<file path="src/rtl/truth_table_scanner_pkg.sv">
// Shared types and constants for the truth table scanner.
// State encoding and minterm count used by the scanner.
package truth_table_scanner_pkg;

   localparam int MINTERMS = 8;

   typedef enum logic [1:0] {
      IDLE  = 2'd0,
      DRIVE = 2'd1,
      DONE  = 2'd2
   } state_t;

endpackage

</file>
<file path="src/rtl/truth_table_scanner.sv">
// Walks {A,B,C} through all eight minterms, lets the function
// settle, and captures its response into an 8-bit truth table.
module truth_table_scanner
   import truth_table_scanner_pkg::*;
#(
   parameter int SETTLE_CYCLES = 1
) (
   input  logic       clk,
   input  logic       rst_n,
   input  logic       start,
   output logic       A,
   output logic       B,
   output logic       C,
   input  logic       Fun,
   output logic       busy,
   output logic       done,
   output logic [7:0] truth_table,
   output logic [3:0] ones_cnt
);

   localparam logic [3:0] LAST_WAIT = 4'(SETTLE_CYCLES - 1);
   localparam logic [2:0] LAST_IDX  = 3'(MINTERMS - 1);

   state_t     state;
   logic [2:0] idx;
   logic [3:0] wt;

   function automatic logic [3:0] popcount(input logic [7:0] v);
      logic [3:0] n;
      n = 4'd0;
      for (int i = 0; i < 8; i++) n = n + {3'd0, v[i]};
      return n;
   endfunction

   // scan sequencer: drive minterm, wait, capture, advance
   always_ff @(posedge clk or negedge rst_n) begin
      if (!rst_n) begin
         state       <= IDLE;
         idx         <= 3'd0;
         wt          <= 4'd0;
         {A, B, C}   <= 3'b000;
         busy        <= 1'b0;
         done        <= 1'b0;
         truth_table <= 8'h00;
         ones_cnt    <= 4'd0;
      end else begin
         done <= 1'b0;
         unique case (state)
            IDLE: begin
               if (start) begin
                  truth_table <= 8'h00;
                  idx         <= 3'd0;
                  wt          <= 4'd0;
                  {A, B, C}   <= 3'b000;
                  busy        <= 1'b1;
                  state       <= DRIVE;
               end
            end
            DRIVE: begin
               if (wt == LAST_WAIT) begin
                  truth_table[idx] <= Fun;
                  wt               <= 4'd0;
                  if (idx != LAST_IDX) begin
                     idx       <= idx + 3'd1;
                     {A, B, C} <= idx + 3'd1;
                  end else begin
                     {A, B, C} <= 3'b000;
                     busy      <= 1'b0;
                     state     <= DONE;
                  end
               end else begin
                  wt <= wt + 4'd1;
               end
            end
            DONE: begin
               done     <= 1'b1;
               ones_cnt <= popcount(truth_table);
               state    <= IDLE;
            end
            default: state <= IDLE;
         endcase
      end
   end

endmodule

</file>
<file path="config.mk">
export PLATFORM = sky130hd
export DESIGN_NAME = truth_table_scanner
export DESIGN_NICKNAME = d
export VERILOG_FILES = /design/src/rtl/truth_table_scanner_pkg.sv /design/src/rtl/truth_table_scanner.sv
export SDC_FILE = /design/constraint.sdc
export NUM_CORES = 1
export LEC_CHECK = 0
export BUFFER_PORTS_ARGS = -buffer_cell sky130_fd_sc_hd__buf_2
export CORE_MARGIN = 2
export CORE_UTILIZATION = 33
export CTS_BUF_LIST = sky130_fd_sc_hd__clkbuf_4 sky130_fd_sc_hd__clkbuf_8
export DETAILED_ROUTE_END_ITERATION = 10
export GPL_TIMING_DRIVEN = 0
export HOLD_SLACK_MARGIN = 0.15
export PLACE_DENSITY = 0.5
export SLEW_MARGIN = 20
export SYNTH_ARGS = -nofsm -noshare
export SYNTH_HDL_FRONTEND = slang
export SYNTH_SLANG_ARGS = --single-unit
</file>
<file path="constraint.sdc">
create_clock -name clk -period 2.96 [get_ports clk]
set_input_delay 0.148 -clock clk [delete_from_list [all_inputs] [get_ports clk]]
set_output_delay 0.148 -clock clk [all_outputs]
set_load 0.03 [all_outputs]
</file>
After elaboration in Yosys (flattened, before gate mapping) --
Index checks and enable logic that the tools add are counted.
Cells by class: add/sub/neg operators 9, magnitude comparators 2, reduce and logical (&&, ||, !) cells 9, mux-type cells 32, equality and inequality tests 7
Operator list (count):
- 4-bit by 1-bit adder with 4-bit output | 4
- 8-bit 2-to-1 mux | 2
- 8-bit case mux with 2 select lines | 1
- 1-bit 2-to-1 mux | 12
- 3-bit 2-to-1 mux | 3
- 8-bit bitwise mux | 1
- 4-bit 2-to-1 mux | 2
- 2-bit != test, second input constant | 4
- 1-bit case mux with 2 select lines | 4
- 4-bit case mux with 2 select lines | 1
- 4-bit AND reduction | 2
- 2-bit 2-to-1 mux | 3
- 3-bit case mux with 2 select lines | 1
- 3-bit AND reduction | 2
- 3-bit by 1-bit adder with 4-bit output | 1
- 4-bit by 1-bit adder with 4-bit output, second input constant | 1
- 4-bit zero test | 1
- 3-bit by 4-bit less-than comparator with 1-bit output, second input constant | 1
- 2-bit case mux with 2 select lines | 1
- 2-bit by 1-bit adder with 3-bit output | 1
- 3-bit by 1-bit adder with 3-bit output, second input constant | 1
- 1-bit demux with 3-bit select | 1
- 3-bit by 1-bit >= comparator with 1-bit output, second input constant | 1
- 3-bit != test, second input constant | 1
- 7 further kinds | 7
Storage, ports and cells: register bits 26, logic and storage cells 69, input bits 4

Longest topological paths before layout --
Gate-level depths: netlist of run 1.
depth after elaboration 7, gate-level depth with buffers 10

Worst setup path before layout of run 1 --
No wires, ideal clock.
path type register to register, start register truth_table[0], end register ones_cnt[2], buffers on the path 0, slack -0.013 ns, library setup time 0.083 ns, clock period less this slack 2.973 ns, stages on the path, launching flop included 11, data arrival time 2.891 ns, cells stage by stage dfrtp_1 inv_1 fa_1 fa_1 fa_1 inv_1 ha_1 inv_1 fa_1 xor2_1 o21ai_0
On the way: cells in the longest elaborated chain, start to end 7
RTL lines:
- start: declaration | RTL line truth_table_scanner.sv:17 | output logic [7:0] truth_table,
- start signal: indexed assignment | RTL line truth_table_scanner.sv:61 | truth_table[idx] <= Fun;
- 1-bit by 1-bit adder with 2-bit output | RTL line truth_table_scanner.sv:31 | for (int i = 0; i < 8; i++) n = n + {3'd0, v[i]};
- 2-bit by 1-bit adder with 3-bit output | RTL line truth_table_scanner.sv:31
- 3-bit by 1-bit adder with 4-bit output | RTL line truth_table_scanner.sv:31
- 4-bit by 1-bit adder with 4-bit output (4 in series) | RTL line truth_table_scanner.sv:31
- end signal: assignment | RTL line truth_table_scanner.sv:77 | ones_cnt <= popcount(truth_table);
- end: declaration | RTL line truth_table_scanner.sv:18 | output logic [3:0] ones_cnt
No other way between the ends. A chain may end at the register's enable or synchronous reset.

Worst setup path in the final report of run 1 --
start register truth_table[3], end register ones_cnt[1]
On the way: cells in the longest elaborated chain, start to end 5
RTL lines (RTL line):
- 3-bit by 1-bit adder with 4-bit output | truth_table_scanner.sv:31
- 4-bit by 1-bit adder with 4-bit output (4 in series) | truth_table_scanner.sv:31
No other way between the ends.

==> results of run 1 <==
## cells by family after synthesis
logic type,after synthesis
multiplexers,8
AO/OA/AOI/OAI,28
adder cells (fa/ha/maj),11
XOR/XNOR,1
flip-flops,26
AND/OR/NAND/NOR,39
buffers and inverters,24
## cell usage after synthesis, drive strengths merged (3+ instances only)
library cell | instances | area share
dfrtp | 26 | 0.45
inv | 20 | 0.052
nand2 | 18 | 0.047
o211ai | 8 | 0.042
ha | 7 | 0.061
mux2i | 6 | 0.042
nand2b | 6 | 0.026
fa | 4 | 0.056
o311ai | 4 | 0.024
a32o | 3 | 0.021
buf | 3 | 0.012
nor4 | 3 | 0.013
o21ai | 3 | 0.010
## final cells by class
class	instances	area, µm²
buffer	4	21.3
clock buffer	4	55.1
fill	406	2410
inverter	20	75.1
multi-input combinational	87	688
sequential	26	652
tap	50	62.6
timing repair buffer	23	125
## flip-flops by register name (all words and copies together), names as in the netlist
register and count:
state 2, B 1, busy 1, A 1, done 1, C 1, ones_cnt 4, truth_table 8
idx 3, wt 4
## where the power goes
part / switching, W / internal, W
Sequential: 0.000115 / 0.000471
Clock: 0.000109 / 0.000119
Combinational: 0.000600 / 0.000452
## worst max path at each step
| stage | start | end | cells after the start |
|---|---|---|---|
| detailed placement | truth_table[0] | ones_cnt[2] | 10 |
| global route | truth_table[3] | ones_cnt[2] | 10 |
| finish | truth_table[3] | ones_cnt[1] | 9 |
| CTS | truth_table[1] | ones_cnt[2] | 10 |
| floorplan | truth_table[1] | ones_cnt[2] | 10 |
| global placement | truth_table[0] | ones_cnt[2] | 10 |
## through the flow
| step | setup slack, ns | cell area [µm²] | cells | hold slack [ns] | setup TNS [ns] |
|---|---|---|---|---|---|
| global route | 0.0166 | 1680 | 214 | 0.210 | 0 |
| global placement | 0.0770 | 1590 | 207 | 0.181 | 0 |
| finish | 0.143 | 1680 | 214 | 0.206 | 0 |
| floorplan | 0.0192 | 1430 | 137 | -0.148 | 0 |
| detailed placement | -0.000904 | 1590 | 207 | 0.184 | -0.000904 |
| CTS | 0.00461 | 1670 | 213 | 0.199 | 0 |
## critical path: stages, from the launching register on
cell and delay [ns]:
dfrtp_1 0.42, inv_1 0.08, fa_1 0.42, fa_1 0.51, fa_1 0.41, inv_1 0.07, ha_2 0.18, inv_2 0.04
fa_2 0.50, o21ai_0 0.07
## layer usage
layer / vias to the layer above / track usage / part of all wire
li1: 533 / - / -
met5: - / 0 / 0
met3: 2 / 0.0349 / 0.035
met4: 0 / 0.0299 / 0.0080
met1: 523 / 0.179 / 0.46
met2: 16 / 0.241 / 0.50
## timing repair
action                                  4_1_cts  5_1_grt
cloned                                        0        0
pin swaps                                     0        0
hold buffers                                  1        0
endpoints found under the setup margin        1        2
gates resized for setup                       0        4
setup buffers                                 1        1
hold endpoints to repair                     26        0
==> metrics, run 1 <==
status=completed; clk slew on worst S/H paths=about 0.090 ns; number of synthesized flops with an enable pin=0; most frequent cells in the layout=25 x dfrtp_1, 22 x buf_2, 19 x inv_1; DR vias=between 1000 and 1500; GP Congestion=about 0.77; post-synthesis simple-gate area fraction=0.147; Fin. Hold Viols=0; Core Area=approximately 4000 µm²; post-synth net total=152; worst hold endpoint=truth_table[4]; power per cell area=~1100 nW/µm²; Num CTS Buffers=3; reg-to-reg critical path startpoint=truth_table[3]; initial detailed-routing violation count=8; wire length per cell=~14 µm; die height=69.8 µm; Leak=about 0.81 nW; fraction of registers with async set/reset=1.00; FMAX=355 MHz; R2R setup slack=~0.14 ns; sequential area share after synthesis=0.455; total clock sinks=26; Worst-Skew Late Latency=approximately 0.27 ns; area delta synth->final=17.4%; DRC=0; crit-path max FO=4; Net count, final=180; row count=23; RSZ-0062 raised after global routing=false; first-pass GRT wire length=~5.6 mm; largest family of logic cells by synthesized area=compound AO/OA/AOI/OAI gates; relative slew slack=0.609; Max clock buf depth=2; drt total wl=between 2 and 3 mm; Critical Path RT=~3.1 ns; peak supply drop=between 300 and 400 µV; GRT overflow=0; startpoint type of the worst setup path=flop; Total Power=approximately 0.0019 W; CTS tree=done; Worst setup EP type=flop; post-synthesis cell type count=34; first drt pass iteration count=4; antenna violations before repair=0; number of buffers added on ports=20; max-cap violation count=0; average cell area after synthesis=about 10 µm²; Compound-Gate Fraction of Synth Area=0.150; Hold Crit Depth=3; hold path start=Fun; post-route clock period utilization=0.952; die area=approximately 5000 µm²; worst min path class=input port to flop; Post-Synthesis Cells=~140; total track usage=0.140; vias in the first global route=around 1200; data arrival time of the critical path=2.97 ns; post-detail-place hpwl=between 2 and 2.5 mm; xor/xnor share of the synthesized area=0.00612; CTS root buffer=clkbuf_8; synthesized area=roughly 1400 µm²; Final setup violation count=0; most common cell after layout, fill and taps aside=dfrtp_1; WS Path Type=flop to flop; layout cells sized above 1=0.232; via/cell ratio=approximately 5.0; Die W=69.8 µm; I/O pin count=21; min Tclk post-route=around 2.8 ns; Setup Skew=roughly 0.0036 ns; post-synthesis mux area share=0.0577; worst reg2reg path depth=9; antenna diode count=0; Slew Viols, Final=0; starting density of the core=0.350; Syn. warnings=0; Synth Flop Type=dfrtp_1; post-layout util=0.411; Synth Area in Adders=0.117; H-tree depth=1; Worst R2R End=ones_cnt[1]; actual slew at the worst max-slew pin=slightly below 0.6 ns; largest net degree at the start of global routing=27; Detail Route Antenna Nets=0; Seq cells post-synth=26
(Power assumes the default switching activity.)
==> run 2: changes to the inputs <==
--- a/config.mk
+++ b/config.mk
@@ -7,12 +7,12 @@
 export LEC_CHECK = 0
 export BUFFER_PORTS_ARGS = -buffer_cell sky130_fd_sc_hd__buf_2
 export CORE_MARGIN = 2
-export CORE_UTILIZATION = 33
+export CORE_UTILIZATION = 55
 export CTS_BUF_LIST = sky130_fd_sc_hd__clkbuf_4 sky130_fd_sc_hd__clkbuf_8
 export DETAILED_ROUTE_END_ITERATION = 10
 export GPL_TIMING_DRIVEN = 0
 export HOLD_SLACK_MARGIN = 0.15
-export PLACE_DENSITY = 0.5
+export PLACE_DENSITY = 0.76
 export SLEW_MARGIN = 20
 export SYNTH_ARGS = -nofsm -noshare
 export SYNTH_HDL_FRONTEND = slang
==> metrics, run 2 (same netlist as run 1, synthesis figures left out) <==
status=completed; Leak=between 0.8 and 0.9 nW; Crit path top cell by count=fa_1; GRT overflow=0; via/cell ratio=~5.6; sequential group share of total power=0.314; total track usage=0.211; Worst setup EP type=flop; Num CTS Buffers=3; CP bufs+invs=3; Setup Skew=between 0.008 and 0.009 ns; Net count, final=around 180; die area=3020 µm²; Sw Ratio=0.450; first-pass GRT wire length=roughly 4.6 mm; Max clock buf depth=2; H-tree depth=1; fill count=about 200; CTS tree=done; peak supply drop=a little under 800 µV; layout cells sized above 1=0.263; most common cell after layout, fill and taps aside=dfrtp_1; post-detail-place hpwl=around 2.1 mm; crit-path max FO=3; Fin. Hold Viols=0; DRC=0; slowest stage delay, CP=roughly 0.53 ns; Slew Viols, Final=0; relative slew slack=0.618; Core Area=approximately 2500 µm²; Top delay family on crit path=adder cells; I/O pin count=21; max-cap violation count=0; Die W=about 55 µm; Int Power=around 0.001 W; Worst path slowest cell=fa_1; DR vias=1095; antenna violations before repair=0; most frequent cells in the layout=25 x dfrtp_1, 22 x buf_2, 18 x nand2_1; worst min path class=input port to flop; WS Path Type=flop to flop; startpoint type of the worst setup path=flop; register bank with the most flops=truth_table; GP Congestion=~0.75; CTS root buffer=clkbuf_4; FMAX=about 350 MHz; area delta synth->final=16.0%; antenna diode count=0; row count=18; first drt pass iteration count=4; sw power=~0.00084 W; initial detailed-routing violation count=22; total clock sinks=26; Critical Path RT=3.20 ns; starting density of the core=0.577; actual slew at the worst max-slew pin=about 0.57 ns; Total Power=0.00186 W; max FFs per register=8; DP Area=1570 µm²; die height=approximately 55 µm; largest net degree at the start of global routing=27; Largest regs=truth_table x8, ones_cnt x4, wt x4; crit-path cells=inv_2 > fa_1 > fa_1 > fa_1 > inv_1 > ha_2 > inv_2 > fa_2 > xor2_2 > o21ai_1; number of buffers added on ports=20; clk slew on worst S/H paths=roughly 0.14 ns; drt total wl=2.78 mm; Gate power share=0.599; power per cell area=1120 nW/µm²; Design Area, Final=1660 µm²; post-route clock period utilization=0.974; Worst-Skew Late Latency=0.31 ns; Final setup violation count=0; clock power share=0.087; Detail Route Antenna Nets=0; data arrival time of the critical path=around 3.1 ns; min Tclk post-route=2.88 ns; vias in the first global route=just over 1000; wire length per cell=around 14 µm
==> run 2: changes by cell type in the layout (fill, tap and decap cells not counted) <==
cell,before,now
inv_2,1,3
clkbuf_8,4,0
inv_1,19,17
buf_4,3,6
o21ai_1,1,2
o21ai_0,2,1
clkbuf_4,0,4
xor2_1,1,0
xor2_2,0,1
==> run 2: power by group through the flow <==
stage          combinational, W  clock, W  sequential, W
2_1_floorplan          0.000652         0       0.000695
3_3_place_gp           0.000955         0       0.000586
3_5_place_dp            0.00101         0       0.000594
4_1_cts                 0.00102  0.000166       0.000585
5_1_grt                 0.00128  0.000178       0.000605
6_report                0.00111  0.000162       0.000584
==> run 2: final cells by class <==
class,count,area [µm²],share of cell area
repair buffers,26,148,0.0890
inverters,20,75.1,0.0452
well taps,30,37.5,0.0226
plain buffers,4,21.3,0.0128
multi-input cells,87,696,0.419
flip-flops and latches,26,652,0.393
clock buffers,4,30.0,0.0181
==> run 2: what timing repair did <==
item	4_1_cts	5_1_grt
hold endpoints to repair	26	0
setup endpoints to repair	0	2
buffers inserted	0	5
gates resized for setup	0	8
hold buffers	1	0
==> run 2: routing by layer <==
metal	wire length (µm)	GRT usage
met1	1340	0.294
met2	1350	0.343
met3	70	0.0269
met4	19	0.0650
met5	0	0
==> run 2: per-stage QoR <==
stage | setup WS (ns) | hold slack, ns | instances | utilization | TNS [ns]
after CTS | 0.0183 | 0.155 | 192 | 0.649 | 0
after global placement | 0.115 | 0.173 | 187 | 0.633 | 0
after detailed placement | 0.0570 | 0.181 | 187 | 0.633 | 0
final | 0.0761 | 0.164 | 197 | 0.670 | 0
after global routing | -0.00999 | 0.180 | 197 | 0.670 | -0.00999
after floorplan | 0.0192 | -0.148 | 137 | - | 0
==> run 2: final timing paths <==
kind / start / endpoint / slack (ns) / depth (start not counted)
max: truth_table[3] / ones_cnt[2] / 0.08 / 10
min: Fun / truth_table[4] / 0.16 / 3
max reg2reg: truth_table[3] / ones_cnt[2] / 0.08 / 10
min reg2reg: ones_cnt[0] / ones_cnt[0] / 0.49 / 2
max in group asynchronous: rst_n / truth_table[0] / 2.21 / 2
min in group asynchronous: rst_n / done / 0.35 / 2
==> run 2: worst min-delay path: cells and delay by family <==
family	cells	cell delay, ns
buffers and inverters	2	0.16
multiplexers	1	0.13
==> run 3: changes to the inputs <==
--- a/config.mk
+++ b/config.mk
@@ -13,6 +13,7 @@
 export GPL_TIMING_DRIVEN = 0
 export HOLD_SLACK_MARGIN = 0.15
 export PLACE_DENSITY = 0.76
+export REMOVE_ABC_BUFFERS = 1
 export SLEW_MARGIN = 20
 export SYNTH_ARGS = -nofsm -noshare
 export SYNTH_HDL_FRONTEND = slang
==> metrics, run 3 (same netlist as run 1, synthesis figures left out) <==
CTS root buffer=clkbuf_4; H-tree depth=1; Detail Route Antenna Nets=0; Total Power=0.00189 W; Slew Viols, Final=0; Max clock buf depth=2; Core Area=roughly 2500 µm²; Crit path top cell by count=fa_1; Worst setup EP type=flop; Fin. Hold Viols=0; Final setup violation count=0; number of buffers added on ports=20; CP bufs+invs=3; antenna diode count=0; total track usage=0.216; clk slew on worst S/H paths=approximately 0.14 ns; Top delay family on crit path=adder cells; GRT overflow=0; CTS tree=done; Worst-Skew Late Latency=0.33 ns; Net count, final=~180; total clock sinks=26; I/O pin count=21; FMAX=about 350 MHz; fill count=199; Largest regs=truth_table x8, ones_cnt x4, wt x4; die height=approximately 55 µm; area of the multi-input gates=approximately 690 µm²; die area=a little over 3000 µm²; worst min path class=input port to flop; antenna violations before repair=0; Die W=roughly 55 µm; row count=18; M1 WL=approximately 1.2 mm; DR vias=1104; wire length on met3=158 µm; max FFs per register=8; GP Congestion=0.760; post-route clock period utilization=0.970; slowest stage delay, CP=approximately 0.55 ns; actual slew at the worst max-slew pin=approximately 0.57 ns; crit-path cells=inv_2 > fa_1 > fa_1 > fa_1 > inv_1 > ha_2 > inv_1 > fa_2 > o21ai_1; DRC=0; relative slew slack=0.619; WS Path Type=flop to flop; post-detail-place hpwl=between 2 and 2.5 mm; wire length per cell=14.6 µm; first-pass GRT wire length=~4.6 mm; DR top layer=met4; via/cell ratio=between 5 and 6; Worst path slowest cell=fa_1; initial detailed-routing violation count=29; peak supply drop=860 µV; Design Area, Final=about 1600 µm²; min Tclk post-route=about 2.9 ns; Setup Skew=between 0.007 and 0.008 ns; crit-path max FO=3; status=completed; power per cell area=between 1000 and 1500 nW/µm²; Num CTS Buffers=3; layout cells sized above 1=0.222; vias in the first global route=roughly 1000; startpoint type of the worst setup path=flop; area delta synth->final=15.1%; data arrival time of the critical path=a little over 3 ns; most frequent cells in the layout=26 x dfrtp_1, 20 x buf_2, 18 x inv_1, 18 x nand2_1, 8 x o211ai_1; register bank with the most flops=truth_table; Sequential Area=~650 µm²; Leak=0.805 nW; most common cell after layout, fill and taps aside=dfrtp_1; Critical Path RT=roughly 3.2 ns; largest net degree at the start of global routing=27; DP Area=1550 µm²; max-cap violation count=0; first drt pass iteration count=4; met2 wire length=between 1 and 1.5 mm; starting density of the core=0.577; drt total wl=2.80 mm
## run 3: area by class of cell
class | count | share of cell area
Timing Repair Buffer | 25 | 0.0866
Clock buffer | 3 | 0.0137
Clock inverter | 1 | 0.0182
Multi-Input combinational cell | 87 | 0.418
Inverter | 20 | 0.0456
Tap cell | 30 | 0.0228
Sequential cell | 26 | 0.395
## run 3: what timing repair did
action / 4_1_cts / 5_1_grt
hold buffers: 2 / 0
gates resized for setup: 0 / 6
pin swaps: 0 / 2
endpoints found under the setup margin: 1 / 2
hold endpoints to repair: 30 / 0
buffers inserted: 2 / 1
## run 3: layer usage
| metal | GRT usage | vias to the layer above |
|---|---|---|
| met1 | 0.292 | 535 |
| met4 | 0.0732 | 0 |
| li1 | - | 530 |
| met2 | 0.353 | 34 |
| met3 | 0.0376 | 5 |
| met5 | 0 | - |
## run 3: tightest hold or removal path, stage by stage
cell	delay (ns)
buf_2	0.11
nand2b_1	0.09
o21bai_1	0.06
nor2b_1	0.12
## run 3: path summary, 6_finish.rpt
check / from / to / slack, ns / depth (start not counted)
worst max-delay path: truth_table[3] / ones_cnt[1] / 0.09 / 9
worst min-delay path: start / busy / 0.22 / 4
worst max register to register: truth_table[3] / ones_cnt[1] / 0.09 / 9
worst min register to register: ones_cnt[3] / ones_cnt[3] / 0.49 / 2
max in group asynchronous: rst_n / truth_table[6] / 2.26 / 2
min in group asynchronous: rst_n / wt[3] / 0.32 / 2
## run 3: metrics by stage
stage | TNS (ns) | hold WS (ns) | util | cells | worst slack, ns
floorplan | -0.0145 | -0.148 | - | 133 | -0.0133
global placement | 0 | 0.174 | 0.624 | 183 | 0.0886
CTS | 0 | 0.213 | 0.660 | 191 | 0.0317
detailed placement | -0.00267 | 0.181 | 0.624 | 183 | -0.00267
finish | 0 | 0.216 | 0.665 | 192 | 0.0902
global route | -0.00869 | 0.217 | 0.665 | 192 | -0.00687
## run 3: where the power goes
part	internal [W]	switching [W]
clock network	0.000137	0.000110
logic	0.000461	0.000593
registers	0.000469	0.000122
